$ cat src/rtl/matrix_pkg.sv
// Shared types and default geometry for the matrix dibit link.
// Used by both the compiler (transmit) and decompiler (receive) sides.
package matrix_pkg;

    typedef enum logic {
        IDLE = 1'b0,
        RECV = 1'b1
    } state_e;

    localparam int DEF_ELEM_SIZE = 8;
    localparam int DEF_SIZE_A    = 32;
    localparam int DEF_SIZE_B    = 32;
    localparam int DEF_GAP_LIMIT = 16;

    localparam int DIBITS = DEF_ELEM_SIZE / 2;
    localparam int ROW_W  = $clog2(DEF_SIZE_A);
    localparam int COL_W  = $clog2(DEF_SIZE_B);
    localparam int ADDR_W = $clog2(DEF_SIZE_A * DEF_SIZE_B);

    // Counter width that never collapses to zero bits.
    function automatic int cnt_w(input int n);
        return (n > 1) ? $clog2(n) : 1;
    endfunction

endpackage

$ cat src/rtl/matrix_if.sv
// Dibit input and tagged-element output bundle of the matrix link receiver.
// slave is the receiver side, master the stream source / element consumer.
interface matrix_if
    import matrix_pkg::*;
#(
    parameter int EW = DEF_ELEM_SIZE,
    parameter int RW = ROW_W,
    parameter int CW = COL_W
);
    logic          valid_data_in;
    logic [1:0]    dibit;
    logic [RW-1:0] row_addr;
    logic [CW-1:0] col_addr;
    logic [EW-1:0] matrix_element;
    logic          valid_data_out;
    logic          matrix_done;
    logic          frame_error;
    logic          busy;

    modport master (
        output valid_data_in, dibit,
        input  row_addr, col_addr, matrix_element,
        input  valid_data_out, matrix_done, frame_error, busy
    );

    modport slave (
        input  valid_data_in, dibit,
        output row_addr, col_addr, matrix_element,
        output valid_data_out, matrix_done, frame_error, busy
    );

endinterface

$ cat src/rtl/matrix_decompiler_dibit_deserializer.sv
// MSB-first dibit shift register with dibit counter.
// element/element_ready are combinational views of the dibit being loaded.
module dibit_deserializer
    import matrix_pkg::*;
#(
    parameter int ELEM_W = DEF_ELEM_SIZE
) (
    input  logic              clk,
    input  logic              rst_n,
    input  logic              load,
    input  logic              clear,
    input  logic [1:0]        dibit,
    output logic              element_ready,
    output logic [ELEM_W-1:0] element
);

    localparam int DIB   = ELEM_W / 2;
    localparam int CNT_W = cnt_w(DIB);

    logic [ELEM_W-1:0] shift_q, shift_d;
    logic [CNT_W-1:0]  cnt_q, cnt_d;

    always_comb begin
        element       = (shift_q << 2) | ELEM_W'(dibit);
        element_ready = load && (cnt_q == CNT_W'(DIB - 1));
        shift_d       = shift_q;
        cnt_d         = cnt_q;
        if (clear) begin
            shift_d = '0;
            cnt_d   = '0;
        end else if (load) begin
            shift_d = element;
            cnt_d   = element_ready ? '0 : cnt_q + 1'b1;
        end
    end

    always_ff @(posedge clk or negedge rst_n) begin
        if (!rst_n) begin
            shift_q <= '0;
            cnt_q   <= '0;
        end else begin
            shift_q <= shift_d;
            cnt_q   <= cnt_d;
        end
    end

endmodule

$ cat src/rtl/matrix_decompiler.sv
// Receive side of the matrix dibit link: rebuilds row-major tagged elements,
// flags frame completion and aborts frames that stall past GAP_LIMIT cycles.
module matrix_decompiler
    import matrix_pkg::*;
#(
    parameter int MAX_ELEMENT_SIZE = DEF_ELEM_SIZE,
    parameter int MAX_SIZE_A       = DEF_SIZE_A,
    parameter int MAX_SIZE_B       = DEF_SIZE_B,
    parameter int GAP_LIMIT        = DEF_GAP_LIMIT
) (
    input  logic     eth_refclk,
    input  logic     rst_n,
    matrix_if.slave  bus
);

    localparam int RW    = cnt_w(MAX_SIZE_A);
    localparam int CW    = cnt_w(MAX_SIZE_B);
    localparam int EW    = MAX_ELEMENT_SIZE;
    localparam int GAP_W = $clog2(GAP_LIMIT + 1);

    state_e         state_q, state_d;
    logic [RW-1:0]  row_q, row_d;
    logic [CW-1:0]  col_q, col_d;
    logic [GAP_W-1:0] gap_q, gap_d;
    logic [RW-1:0]  ra_q, ra_d;
    logic [CW-1:0]  ca_q, ca_d;
    logic [EW-1:0]  elem_q, elem_d;
    logic           vout_q, vout_d;
    logic           done_q, done_d;
    logic           ferr_q, ferr_d;
    logic           busy_q, busy_d;

    logic           load;
    logic           clear;
    logic           ready;
    logic [EW-1:0]  elem_w;
    logic           last_elem;

    dibit_deserializer #(
        .ELEM_W (EW)
    ) u_deser (
        .clk           (eth_refclk),
        .rst_n         (rst_n),
        .load          (load),
        .clear         (clear),
        .dibit         (bus.dibit),
        .element_ready (ready),
        .element       (elem_w)
    );

    assign last_elem = (row_q == RW'(MAX_SIZE_A - 1)) &&
                       (col_q == CW'(MAX_SIZE_B - 1));

    always_comb begin
        state_d = state_q;
        row_d   = row_q;
        col_d   = col_q;
        gap_d   = gap_q;
        ra_d    = ra_q;
        ca_d    = ca_q;
        elem_d  = elem_q;
        vout_d  = 1'b0;
        done_d  = 1'b0;
        ferr_d  = 1'b0;
        load    = 1'b0;
        clear   = 1'b0;
        // A valid dibit is consumed in either state; IDLE always has cleared counters.
        if (bus.valid_data_in) begin
            load    = 1'b1;
            gap_d   = '0;
            state_d = RECV;
            if (ready) begin
                vout_d = 1'b1;
                elem_d = elem_w;
                ra_d   = row_q;
                ca_d   = col_q;
                if (last_elem) begin
                    done_d  = 1'b1;
                    row_d   = '0;
                    col_d   = '0;
                    state_d = IDLE;
                end else if (col_q == CW'(MAX_SIZE_B - 1)) begin
                    col_d = '0;
                    row_d = row_q + 1'b1;
                end else begin
                    col_d = col_q + 1'b1;
                end
            end
        end else if (state_q == RECV) begin
            if (gap_q == GAP_W'(GAP_LIMIT - 1)) begin
                ferr_d  = 1'b1;
                clear   = 1'b1;
                row_d   = '0;
                col_d   = '0;
                gap_d   = '0;
                state_d = IDLE;
            end else begin
                gap_d = gap_q + 1'b1;
            end
        end
        busy_d = (state_d == RECV);
    end

    always_ff @(posedge eth_refclk or negedge rst_n) begin
        if (!rst_n) begin
            state_q <= IDLE;
            row_q   <= '0;
            col_q   <= '0;
            gap_q   <= '0;
            ra_q    <= '0;
            ca_q    <= '0;
            elem_q  <= '0;
            vout_q  <= 1'b0;
            done_q  <= 1'b0;
            ferr_q  <= 1'b0;
            busy_q  <= 1'b0;
        end else begin
            state_q <= state_d;
            row_q   <= row_d;
            col_q   <= col_d;
            gap_q   <= gap_d;
            ra_q    <= ra_d;
            ca_q    <= ca_d;
            elem_q  <= elem_d;
            vout_q  <= vout_d;
            done_q  <= done_d;
            ferr_q  <= ferr_d;
            busy_q  <= busy_d;
        end
    end

    assign bus.row_addr       = ra_q;
    assign bus.col_addr       = ca_q;
    assign bus.matrix_element = elem_q;
    assign bus.valid_data_out = vout_q;
    assign bus.matrix_done    = done_q;
    assign bus.frame_error    = ferr_q;
    assign bus.busy           = busy_q;

endmodule

$ cat src/flat_wrapper.sv
// flat-port wrapper written by rule: the top's interface ports become plain ports
module matrix_decompiler_flat import matrix_pkg::*;
#(
    parameter int MAX_ELEMENT_SIZE = DEF_ELEM_SIZE,
    parameter int MAX_SIZE_A       = DEF_SIZE_A,
    parameter int MAX_SIZE_B       = DEF_SIZE_B,
    parameter int GAP_LIMIT        = DEF_GAP_LIMIT
)
  (eth_refclk, rst_n, bus_valid_data_in, bus_dibit, bus_row_addr, bus_col_addr, bus_matrix_element, bus_valid_data_out, bus_matrix_done, bus_frame_error, bus_busy);
  matrix_if #(.EW(8), .RW(5), .CW(5)) bus_i ();
  input  logic eth_refclk;
  input  logic rst_n;
  input wire logic [$bits(bus_i.valid_data_in)-1:0] bus_valid_data_in;
  input wire logic [$bits(bus_i.dibit)-1:0] bus_dibit;
  output wire logic [$bits(bus_i.row_addr)-1:0] bus_row_addr;
  output wire logic [$bits(bus_i.col_addr)-1:0] bus_col_addr;
  output wire logic [$bits(bus_i.matrix_element)-1:0] bus_matrix_element;
  output wire logic [$bits(bus_i.valid_data_out)-1:0] bus_valid_data_out;
  output wire logic [$bits(bus_i.matrix_done)-1:0] bus_matrix_done;
  output wire logic [$bits(bus_i.frame_error)-1:0] bus_frame_error;
  output wire logic [$bits(bus_i.busy)-1:0] bus_busy;
  assign bus_i.valid_data_in = bus_valid_data_in;
  assign bus_i.dibit = bus_dibit;
  assign bus_row_addr = bus_i.row_addr;
  assign bus_col_addr = bus_i.col_addr;
  assign bus_matrix_element = bus_i.matrix_element;
  assign bus_valid_data_out = bus_i.valid_data_out;
  assign bus_matrix_done = bus_i.matrix_done;
  assign bus_frame_error = bus_i.frame_error;
  assign bus_busy = bus_i.busy;
  matrix_decompiler #(.MAX_ELEMENT_SIZE(MAX_ELEMENT_SIZE), .MAX_SIZE_A(MAX_SIZE_A), .MAX_SIZE_B(MAX_SIZE_B), .GAP_LIMIT(GAP_LIMIT)) u_core (.eth_refclk(eth_refclk), .rst_n(rst_n), .bus(bus_i));
endmodule
$ cat config.mk
export PLATFORM = sky130hd
export DESIGN_NAME = matrix_decompiler_flat
export DESIGN_NICKNAME = d
export VERILOG_FILES = /design/src/rtl/matrix_pkg.sv /design/src/rtl/matrix_if.sv /design/src/rtl/matrix_decompiler_dibit_deserializer.sv /design/src/rtl/matrix_decompiler.sv /design/src/flat_wrapper.sv
export SDC_FILE = /design/constraint.sdc
export NUM_CORES = 1
export LEC_CHECK = 0
export CAP_MARGIN = 30
export CORE_UTILIZATION = 57
export DETAILED_ROUTE_END_ITERATION = 10
export PLACE_DENSITY = 0.88
export SLEW_MARGIN = 0
export SYNTH_ARGS = -nofsm -noshare
export SYNTH_HDL_FRONTEND = slang
export SYNTH_HIERARCHICAL = 1
export SYNTH_SLANG_ARGS = --single-unit
$ cat constraint.sdc
create_clock -name eth_refclk -period 5.9 [get_ports eth_refclk]
set_clock_uncertainty 0.2 [all_clocks]
set_input_delay 0.885 -clock eth_refclk [delete_from_list [all_inputs] [get_ports eth_refclk]]
set_output_delay 0.885 -clock eth_refclk [all_outputs]
set_load 0.1 [all_outputs]
==> out/results.md <==
• **status** finished, final reports clean
• **min cycle time layout** 3.466 ns
• **leading cell type in the layout, fill and taps excluded** dfrtp_1
• **met1 Use GR** 0.2634
• **post-synthesis to final-layout area growth** 16.60%
• **placed wire-length estimate** 2476 µm
• **Routed WL per cell** 14.67 µm
• **distinct cell type count of the synthesized netlist** 33
• **highest-count cells in the layout ignoring fill and taps** dfrtp_1 (45), clkdlybuf4s50_1 (25), nand2_1 (17)
• **Die ar.** 0.003676 mm²
• **antenna violations before repair** 0
• **number of sinks handled by clock tree synthesis** 45
• **Worst Setup End Kind** flop
• **Post-CTS Setup Inserts** 0
• **routed wire length** 3550 µm
• **sequential area share after synthesis** 0.5747
• **final period utilization** 0.5875
• **CTS Root Cell** clkbuf_4
• **antenna-violating nets left** 0
• **largest incremental delay on the critical path** 1.11 ns
• **# setup viols final** 0
• **TritonCTS clock tree** yes
• **max-cap check violation count** 0
• **average cell area after synthesis** 11.39 µm²
• **achievable clock frequency** 288.5 MHz
• **starting utilization of the core area** 0.6214
• **largest net degree at the start of global routing** 46
• **DRC** 0
• **slowest library cell on the worst path** clkdlybuf4s50_1
• **total congestion overflow after global routing** 0
• **post-synthesis instance total** 172
• **max-slew violation count** 0
• **GR Layer Usage met3** 0.05757
• **DRT iter0 DRCs** 62
• **final hold slack** 0.2280 ns
• **Min-Delay Path Class** in -> async
• **DR vias/cell** 5.723
• **placer congestion estimate** 0.8616
• **global routing's busiest layer** met2
• **H-tree depth** 2
• **Floorplan Core Area** 0.003153 mm²
• **hold buffers post-CTS** 0
• **clock slew seen by the registers of the worst setup and hold paths** 0.12 ns
• **GR Util All Layers** 0.2197
• **die outline width** 60.63 µm
• **Fin. Hold Viols** 0
• **unrepaired setup endpoints after global routing** false
• **final net count** 208
• **Port Buffer Count** 26
• **kind of start point of the critical path** input pin
• **number of core rows** 20
• **normalized max-slew margin** 0.3523
• **antenna diode count** 0
• **FF+latch count, synth** 45
• **die boundary height** 60.63 µm
• **netlist area before placement** 0.001959 mm²
• **maximum fanout along the worst path** 24
• **Clock Tree Buf Depth** 2
• **vias** 1,385
• **cell-by-cell listing of the critical path** clkdlybuf4s50_1 -> and2_1 -> nand2_2 -> inv_1 -> mux2_2
• **slew at the pin closest to its max-slew limit** 0.9685 ns
• **number of synthesis warnings** 6
• **global-route wire length before repair** 5858 µm
• **Top-Level Pins** 27
• **latest clock arrival within the worst-skew pair** 0.35 ns
• **WP data required** 5.94 ns
• **share of post-route cells with drive strength above 1** 0.1263
• **clock buffers created by TritonCTS** 5
• **Crit Path Category** in -> reg
• **Data arrival, critical path** 3.51 ns
• **Post-CTS Resized** 0
• **detailed-router iteration count before antenna repair** 4
• **met2 capacity usage during global routing** 0.3783
• **cell type with the largest total area after synthesis** dfrtp_1
• **Total Negative Setup Slacks** 0 ns
• **Post-Route Utilization** 0.7246
• **dominant cells by area after synthesis** dfrtp_1 (57%), mux2_2 (6.9%), o21ai_0 (4.1%)
• **net count after synthesis** 183
• **Synth top area share** 0.5747
• **via count of the first global-routing pass** 1,338
## cell type report
cell class	count	area [µm²]
clock buffer	6	41.29
clock inverter	2	10.01
fill	238	868.3
inverter	10	37.54
multi-input combinational	108	739.5
sequential	45	1126
tap	44	55.05
timing repair buffer	27	275.3
## path summary, 6_finish.rpt
kind / to / start / cells after the start / slack [ns]
setup / recovery: u_core/bus.matrix_element[7]$_DFFE_PN0P_ / bus_valid_data_in / 5 / 2.43
hold / removal: u_core/bus.col_addr[3]$_DFFE_PN0P_ / rst_n / 1 / 0.23
setup reg to reg: u_core/bus.matrix_element[7]$_DFFE_PN0P_ / u_core/u_deser/cnt_q[0]$_DFFE_PN0P_ / 5 / 3.63
hold reg to reg: u_core/bus.col_addr[2]$_DFFE_PN0P_ / u_core/bus.col_addr[2]$_DFFE_PN0P_ / 2 / 0.29
max in group asynchronous: u_core/bus.matrix_element[1]$_DFFE_PN0P_ / rst_n / 2 / 4.80
min in group eth_refclk: u_core/bus.col_addr[2]$_DFFE_PN0P_ / u_core/bus.col_addr[2]$_DFFE_PN0P_ / 2 / 0.29
## synth_stat cells, drive strengths merged
cell    count
nor2b       1
o221ai      1
nand4b      4
nand4       5
and2        1
clkbuf      2
or3         1
nand3       6
o31ai       1
o21ai      18
mux2       12
dfrtp      45
buf         7
nand2b      2
or3b        1
inv        10
or4         1
o32ai       1
xor2        2
ha          6
mux2i       7
nand2      18
o211ai      3
a21oi       1
nor2       11
and3        5
## logic make-up (layout without fill, tap and decap cells)
group | Yosys count | in the layout | synth area share
AND/OR/NAND/NOR | 56 | 56 | 0.1482
flip-flops | 45 | 45 | 0.5747
AO/OA/AOI/OAI | 25 | 25 | 0.07727
multiplexers | 19 | 19 | 0.1047
buffers and inverters | 19 | 45 | 0.04789
adder cells (fa/ha/maj) | 6 | 6 | 0.03831
XOR/XNOR | 2 | 2 | 0.008942
## critical path: cells and delay by family
family        cells  cell delay, ns
buf+inv           2            1.60
simple gates      2            0.62
mux               1            0.40
## per-layer routing
metal	part of all wire	wire length (µm)	vias to the layer above
li1	-	-	641
met1	0.42	1500	701
met2	0.52	1845	36
met3	0.042	149	7
met4	0.015	55	0
met5	0	0	-
## through the flow
step	setup WS, ns	std cells	instance area (µm²)
after floorplan	3.684	172	1959
after global placement	2.233	233	2213
after detailed placement	2.095	233	2213
after CTS	2.459	241	2265
after global routing	2.303	242	2285
final	2.434	242	2285
## state kept, by name, summed over array words and instances, names as in the netlist
signal and flops:
u_core/bus.col_addr 5, u_core/bus.busy 1, u_core/bus.row_addr 5, u_core/gap_q 5, u_core/bus.valid_data_out 1, u_core/u_deser/cnt_q 2, u_core/u_deser/shift_q 6, u_core/bus.matrix_done 1
u_core/row_q 5, u_core/bus.matrix_element 8, u_core/col_q 5, u_core/bus.frame_error 1
Power is not shown: default switching activity piles up to over one toggle a cycle in this logic, so the estimate is an artifact.
